===== config.mk =====
export PLATFORM = sky130hd
export DESIGN_NAME = fir_tap_sequencer
export DESIGN_NICKNAME = d
export VERILOG_FILES = /design/src/rtl/fir_pkg.sv /design/src/rtl/fir_delay_ptr.sv /design/src/rtl/fir_tap_sequencer.sv
export SDC_FILE = /design/constraint.sdc
export NUM_CORES = 1
export LEC_CHECK = 0
export CORE_UTILIZATION = 41
export CTS_BUF_LIST = sky130_fd_sc_hd__clkbuf_4 sky130_fd_sc_hd__clkbuf_8 sky130_fd_sc_hd__clkbuf_16
export CTS_CLUSTER_SIZE = 14
export DETAILED_ROUTE_END_ITERATION = 8
export GPL_ROUTABILITY_DRIVEN = 0
export PLACE_DENSITY = 0.74
export SYNTH_ARGS = -nofsm -noshare
export SYNTH_HDL_FRONTEND = slang
export SYNTH_SLANG_ARGS = --single-unit

===== constraint.sdc =====
create_clock -name clk -period 1.5 [get_ports clk]
set_input_delay 0.3 -clock clk [delete_from_list [all_inputs] [get_ports clk]]
set_output_delay 0.3 -clock clk [all_outputs]
set_load 0.01 [all_outputs]

===== src/rtl/fir_pkg.sv =====
// fir_pkg: shared state encoding, widths and modular address helper for the FIR tap sequencer
package fir_pkg;
    typedef enum logic [2:0] {IDLE, WRITE, CLEAR, RUN, DRAIN, DONE} state_t;
    localparam int AUD_W = 24;
    localparam int COEF_W = 16;
    localparam int ACC_OUT_W = 32;
    function automatic logic [31:0] mod_dec(input logic [31:0] a, input logic [31:0] n);
        return (a == 32'd0) ? n - 32'd1 : a - 32'd1;
    endfunction
endpackage


===== src/rtl/fir_delay_ptr.sv =====
// fir_delay_ptr: circular delay-line write pointer and newest-to-oldest read address walker
// Ports: clk, reset_n (async, active low); i_write advances the write pointer and loads the
// read walker with the address being written; i_run steps the walker back one slot;
// o_wr_ptr is the current write address, o_rd_addr the current read address.
module fir_delay_ptr
    import fir_pkg::*;
#(
    parameter int NUM_TAPS = 64,
    parameter int ADDR_W = 8
) (
    input  logic              clk,
    input  logic              reset_n,
    input  logic              i_write,
    input  logic              i_run,
    output logic [ADDR_W-1:0] o_wr_ptr,
    output logic [ADDR_W-1:0] o_rd_addr
);
    logic [ADDR_W-1:0] r_wr;
    logic [ADDR_W-1:0] r_rd;
    // Wrap is explicit at NUM_TAPS-1 so non-power-of-two tap counts work.
    always_ff @(posedge clk or negedge reset_n) begin
        if (!reset_n) begin
            r_wr <= '0;
            r_rd <= '0;
        end else begin
            r_wr <= !i_write ? r_wr : (r_wr == ADDR_W'(NUM_TAPS - 1)) ? '0 : r_wr + 1'b1;
            r_rd <= i_write ? r_wr : i_run ? ADDR_W'(mod_dec(32'(r_rd), 32'(NUM_TAPS))) : r_rd;
        end
    end
    assign o_wr_ptr = r_wr;
    assign o_rd_addr = r_rd;
endmodule


===== src/rtl/fir_tap_sequencer.sv =====
// fir_tap_sequencer: time-multiplexed sequencer driving one FIR multiply-accumulate tap
// Ports: clk, reset_n (async, active low); audio_en/aud_sample_in new-sample strobe;
// smp_wr_* delay-line write; smp_rd_addr and coef_addr read addresses (latency 1);
// coef_gate, data_en, accum_clr tap controls; acc_in tap result; audio_out/audio_out_valid
// captured output; busy (not IDLE); overrun (sticky strobe-while-busy).
// Optional: FIR_COEF_BANK_EN adds coef_bank and widens coef_addr by one bank-select MSB.
module fir_tap_sequencer
    import fir_pkg::*;
#(
    parameter int NUM_TAPS = 64,
    parameter int ADDR_W = 8,
    parameter int MULT_LAT = 3
) (
    input  logic                 clk,
    input  logic                 reset_n,
    input  logic                 audio_en,
    input  logic [AUD_W-1:0]     aud_sample_in,
`ifdef FIR_COEF_BANK_EN
    input  logic                 coef_bank,
    output logic [ADDR_W:0]      coef_addr,
`else
    output logic [ADDR_W-1:0]    coef_addr,
`endif
    output logic                 smp_wr_en,
    output logic [ADDR_W-1:0]    smp_wr_addr,
    output logic [AUD_W-1:0]     smp_wr_data,
    output logic [ADDR_W-1:0]    smp_rd_addr,
    output logic                 coef_gate,
    output logic                 data_en,
    output logic                 accum_clr,
    input  logic [ACC_OUT_W-1:0] acc_in,
    output logic [ACC_OUT_W-1:0] audio_out,
    output logic                 audio_out_valid,
    output logic                 busy,
    output logic                 overrun
);
    localparam int DRAIN_N = MULT_LAT + 2;
    localparam int CNT_W = ((ADDR_W > $clog2(DRAIN_N)) ? ADDR_W : $clog2(DRAIN_N)) + 1;
    state_t             r_state;
    state_t             w_next;
    logic [CNT_W-1:0]   r_k;
    logic [AUD_W-1:0]   r_sample;
    logic               r_arm;
    logic               r_gate;
    logic               r_valid;
    logic               r_ovr;
    logic [ACC_OUT_W-1:0] r_out;
    logic [ADDR_W-1:0]  w_wr_ptr;
    logic [ADDR_W-1:0]  w_rd_addr;
    logic               w_run_last;
    logic               w_drain_last;
    logic               w_start;
    logic [ADDR_W-1:0]  w_coef_lo;
    assign w_run_last = r_k == CNT_W'(NUM_TAPS - 1);
    assign w_drain_last = r_k == CNT_W'(DRAIN_N - 1);
    assign w_start = (r_state == IDLE) && (w_next == WRITE);
    always_comb begin
        w_next = r_state;
        case (r_state)
            IDLE:    w_next = (audio_en && r_arm) ? WRITE : IDLE;
            WRITE:   w_next = CLEAR;
            CLEAR:   w_next = RUN;
            RUN:     w_next = w_run_last ? DRAIN : RUN;
            DRAIN:   w_next = w_drain_last ? DONE : DRAIN;
            DONE:    w_next = IDLE;
            default: w_next = IDLE;
        endcase
    end
    // r_arm blocks a strobe landing on the first edge after reset release.
    always_ff @(posedge clk or negedge reset_n) begin
        if (!reset_n) begin
            r_state  <= IDLE;
            r_k      <= '0;
            r_sample <= '0;
            r_arm    <= 1'b0;
            r_gate   <= 1'b0;
            r_valid  <= 1'b0;
            r_ovr    <= 1'b0;
            r_out    <= '0;
        end else begin
            r_state  <= w_next;
            r_k      <= (w_next != r_state || r_state == IDLE) ? '0 : r_k + 1'b1;
            r_sample <= w_start ? aud_sample_in : r_sample;
            r_arm    <= 1'b1;
            r_gate   <= r_state == RUN;
            r_valid  <= r_state == DONE;
            r_ovr    <= r_ovr | (audio_en && r_state != IDLE);
            r_out    <= (r_state == DONE) ? acc_in : r_out;
        end
    end
    fir_delay_ptr #(.NUM_TAPS(NUM_TAPS), .ADDR_W(ADDR_W)) u_ptr (
        .clk       (clk),
        .reset_n   (reset_n),
        .i_write   (r_state == WRITE),
        .i_run     (r_state == RUN),
        .o_wr_ptr  (w_wr_ptr),
        .o_rd_addr (w_rd_addr)
    );
    assign w_coef_lo = (r_state == RUN) ? r_k[ADDR_W-1:0] : '0;
`ifdef FIR_COEF_BANK_EN
    // Bank is frozen at sequence start so a filter swap never splits one output sample.
    logic r_bank;
    always_ff @(posedge clk or negedge reset_n) begin
        if (!reset_n) r_bank <= 1'b0;
        else if (w_start) r_bank <= coef_bank;
    end
    assign coef_addr = {r_bank, w_coef_lo};
`else
    assign coef_addr = w_coef_lo;
`endif
    assign smp_wr_en = r_state == WRITE;
    assign smp_wr_addr = smp_wr_en ? w_wr_ptr : '0;
    assign smp_wr_data = smp_wr_en ? r_sample : '0;
    assign smp_rd_addr = (r_state == RUN) ? w_rd_addr : '0;
    assign coef_gate = r_gate;
    assign data_en = (r_state == RUN) || (r_state == DRAIN);
    assign accum_clr = r_state == CLEAR;
    assign audio_out = r_out;
    assign audio_out_valid = r_valid;
    assign busy = r_state != IDLE;
    assign overrun = r_ovr;
endmodule


== Word-level counts from Yosys, hierarchy flattened ==
Cells that the tools add are included.
Operators by class
  add/sub/neg operators: 3
  equality and inequality tests: 10
  mux-type cells: 13
  bitwise logic cells: 1
  reduce and logical (&&, ||, !) cells: 9
Operators with widths (number)
  $mux 8: 7
  $mux 24: 1
  $pmux 3 s5: 1
  $add 9x1->9 const B: 1
  $eq 9x3->1 const B: 1
  $eq 9x6->1 const B: 1
  $mux 9: 1
  $add 8x1->8 const B: 1
  $eq 8x6->1 const B: 1
  $logic_not 8->1: 1
  $sub 8x1->8 const B: 1
  $eq 3x1->1 const B: 2
  $eq 3x2->1 const B: 2
  $eq 3x3->1 const B: 2
  $logic_and 1x1->1: 3
  $logic_not 3->1: 1
  $mux 3: 1
  $ne 3x3->1: 1
  $reduce_bool 3->1: 1
  $logic_or 1x1->1: 2
  $mux 1: 2
  $reduce_bool 2->1: 1
  $or 1x1->1: 1
Storage, ports and cells
  register bits after elaboration: 88
  input port bits: 59
  output and inout bits: 87
  logic and storage cells: 46

== Depth between registers and ports, before layout ==
  depth in word-level cells: 6
  depth in mapped cells: 7
  depth with buffers taken out: 5

== Hierarchy ==
From an unflattened synthesis, not the netlist that was laid out.
Unflattened totals
  cell total of the unflattened synthesis: 343
  area total of the unflattened synthesis: 4219.0 µm²
By module, submodules not included
  fir_tap_sequencer: instances 1, cells each 249, area an instance 3329.4 µm², sequential area each 1801.7 µm²
  fir_delay_ptr: instances 1, cells each 94, area an instance 889.6 µm², sequential area each 400.4 µm²

== Worst setup path before layout ==
OpenSTA, ideal clock, no wires.
  path type: register to output
  start point: register r_state[1]
  end point: output port smp_wr_data[16]
  arrival time: 1413 ps
  required time: 1200 ps
  setup slack: -213 ps
  cell stages (with the launch flop): 7
  buffers on the path: 3
  cells stage by stage: dfrtp_1 or3b_1 buf_2 inv_2 buf_6 buf_4 and2_1
On the way
  cells in the longest elaborated chain, start to end: 2
Ends and longest elaborated chain
  start, declared: line fir_tap_sequencer.sv:39  | state_t r_state;
  start signal, assigned: line fir_tap_sequencer.sv:81  | r_state <= w_next;
  $eq 3x1->1: line fir_tap_sequencer.sv:111  | assign smp_wr_en = r_state == WRITE;
  via smp_wr_en: line fir_tap_sequencer.sv:24  | output logic smp_wr_en,
  $mux 24: line fir_tap_sequencer.sv:113  | assign smp_wr_data = smp_wr_en ? r_sample : '0;
  end, declared: line fir_tap_sequencer.sv:26  | output logic [AUD_W-1:0] smp_wr_data,
The timed path passes the listed nets, and every way through them passes these cells.

== Worst setup path after layout ==
  start point: register r_state[2]
  end point: output port smp_wr_data[5]
On the way
  cells in the longest elaborated chain, start to end: 2
Ends and longest elaborated chain (line)
  $eq 3x1->1: fir_tap_sequencer.sv:111
  $mux 24: fir_tap_sequencer.sv:113
Every way passes these cells.

==> results.toml <==
[die]
die-height_um = 103
start_util_pct = 42.6
core_region_area_um2 = 9860
design.portCount = 146
die_width_um = 103
total_die_area_um2 = 10700
num_rows = 36

[job]
cap_viol_max_count = 0

[clocking]
clk-insertion-delay-late_ns = 0.35
cts.clk_slew.worst_paths_ns = 0.10
cts_root_buf = "clkbuf_8"
h-tree-depth = 3
numClockSinks = 88
cts_buffers = 9
cts_tree = "built"
clockBufferDepth = 2

[synth]
postSynthNetCount = 414
ys.flop_type = "dfrtp_1"
synth_largest_area_cell = "dfrtp_1"
synthesized_instance_count = 350
yosys_warnings = 0
ys_async_sr_fraction_pct = 100
mappedNetlistArea_um2 = 4200
avgSynthCellArea_um2 = 12.0
synth_enable_flop_cells = 0
yosysSeqAreaShare_pct = 52.4
synth.ff_latch_count = 88
synth_cell_types = 56
synth_top_cell_area_share_pct = 52.4
synthTopCellsByArea = "dfrtp_1, mux2_2, and2_1"

[worst_setup_path]
critPathLaunch = "r_state[2]$_DFF_PN0_"
reg2reg_from = "r_state[2]$_DFF_PN0_"
worst-setup-path-type = "flop to output port"
worst_setup_path_start_kind = "flop"
cp.arrival_ns = 1.71
reg2reg_to = "r_sample[1]$_DFFE_PN0P_"
timing.critical_path.fanout_max = 7
cp.required_ns = 1.20
reg2reg_depth = 7
r2r_slack_ns = -0.40
critical_path.endpoint = "smp_wr_data[5]"
worst_setup_path_end_kind = "output port"

[cells_and_area]
area.growth.synth_to_final_pct = 83.6
multi_input_comb_area_um2 = 2500
nets = 647
n_antenna_cell = 0
finalCoreUtilization_pct = 78.2
layout.filler_cells = 579
final-instance-count-excl-fill = 721
post_route_cells_drive_above_1_share_pct = 56.0
commonest_cells_after_routing_fill_and_taps_aside = "dfrtp_1, buf_6, mux2_4, clkdlybuf4s50_1"
area.sequential_um2 = 2210
mostFrequentLayoutCell = "dfrtp_1"

[sta]
setup_repair_after_global_routing_missed_its_margin = "yes"
final_min_period_over_clock_period_pct = 134
final-max-slew-violation-count = 0
finalHoldViolations = 0
worst_clock_skew_ns = 0.0137
tns_ns = -42.31
finalCriticalPeriod_ns = 2.01
worst_slew_pin_slew_ns = 0.502
worst_hold_slack_ns = 0.414
setup-violations-final = 130
achievable-frequency_mhz = 497
final.setup.worst_slack_ns = -0.510
max_slew_margin_pct = 66.3

[routing]
detail_route.vias_per_cell = 5.20
drtIter0Drc = 181
antenna_violating_nets_post_route = 0
routed_via_count = 3746
remaining_design_rule_violation_count = 0
post_drt_wl_per_cell_um = 18.2
drt-pass1-iter-count = 4
drt_wl_total_um = 13100

[global_routing]
grt_pass1_vias = 3776
first_pass_grt_wire_length_um = 18800
overflow = 0
antenna_found_initial = 0
pin_count_of_the_biggest_net_entering_global_routing = 32
gr-usage-all-layers_pct = 23.2

[place]
final_hpwl_dp_um = 7620
placement.io_buffers = 145
dpl.cell_count = 661

[pwr]
power.ir.vdd_worst_v = 0.000482
power_mw = 4.53
cellPowerDensity_nw_per_um2 = 587
leakagePower_nw = 3.68

[run_status]
violations = "setup timing"
status = "complete, but fails checks"

[hold_path]
hp-class = "input port to asynchronous set/reset pin"
-- synth_stat cells, drive strengths merged (2+ instances only) --
library cell	count
o311ai	4
mux2	57
nand2	14
a21oi	9
nand2b	2
xor2	3
and4bb	2
dfrtp	88
or3	9
nor4b	3
nor2b	4
o21ai	6
o211ai	4
a22oi	6
clkbuf	4
ha	5
o22ai	2
or3b	2
nor2	13
buf	14
and3	2
xnor2	4
nor3	5
or2	2
inv	11
nand3	9
a31oi	2
nand4	5
and2	41
-- state kept, by name, indices dropped and copies added, names as in the netlist --
signal / cells
r_arm: 1
overrun: 1
u_ptr.o_rd_addr: 8
audio_out: 32
audio_out_valid: 1
coef_gate: 1
u_ptr.o_wr_ptr: 8
r_sample: 24
r_k: 9
r_state: 3
-- power by group --
group	switching (mW)	internal, mW
clock	0.921	0.792
combinational	0.133	0.245
sequential	0.0236	2.42
-- per-layer routing --
metal  vias to the layer above  part of all wire, %  routed length [um]  track usage (%)
li1                       1709                    -                   -                -
met1                      1871                   41                5440             29.1
met2                       145                   51                6750             40.5
met3                        21                  5.4                 706             4.97
met4                         0                  1.8                 231             6.39
met5                         -                    0                   0                0
-- worst max-delay path, cell delays in order, from the launching register on --
cell and delay [ns]:
dfrtp_1 0.41, or3b_4 0.45, inv_8 0.12, clkbuf_16 0.15, and2_4 0.14, buf_6 0.09
-- stage by stage --
| step | area [um^2] | setup WS [ns] |
|---|---|---|
| after global placement | 6310 | -0.512 |
| final | 7710 | -0.510 |
| after CTS | 7240 | -0.560 |
| after global routing | 7710 | -0.545 |
| after detailed placement | 6310 | -0.536 |
| after floorplan | 4380 | -0.155 |
-- how the worst min path moves through the flow --
stage	end	cells after the start
floorplan	audio_out[0]$_DFFE_PN0P_	0
global placement	r_sample[16]$_DFFE_PN0P_	1
detailed placement	r_sample[16]$_DFFE_PN0P_	1
CTS	r_sample[16]$_DFFE_PN0P_	2
global route	r_sample[16]$_DFFE_PN0P_	2
finish	r_sample[16]$_DFFE_PN0P_	2
-- final cells by class --
cell class | count | share of cell area (%)
well taps | 133 | 2.16
multi-input cells | 234 | 32.5
flip-flops and latches | 88 | 28.6
repair inverters | 1 | 0.0974
inverters | 11 | 0.730
repair buffers | 238 | 33.3
clock buffers | 9 | 1.61
clock inverters | 7 | 1.04
-- repair_timing --
action                                  4_1_cts  5_1_grt
endpoints found under the setup margin      161      134
pin swaps                                    19       34
hold buffers                                  1        0
setup buffers                                28       12
hold endpoints to repair                     23        0
gates cloned                                  8        4
gates resized for setup                     374      105
-- kinds of logic (layout without fill, tap and decap cells) --
group	after synthesis	count (layout)	synth area share, %
compound gates	44	45	8.10
xor+xnor	7	7	1.46
fa+ha+maj	5	5	1.49
buf+inv	29	266	3.96
flops	88	88	52.4
mux	57	57	15.3
other cells	1	1	0.0893
simple gates	119	119	17.2
Power figures use the tool's default switching activity.
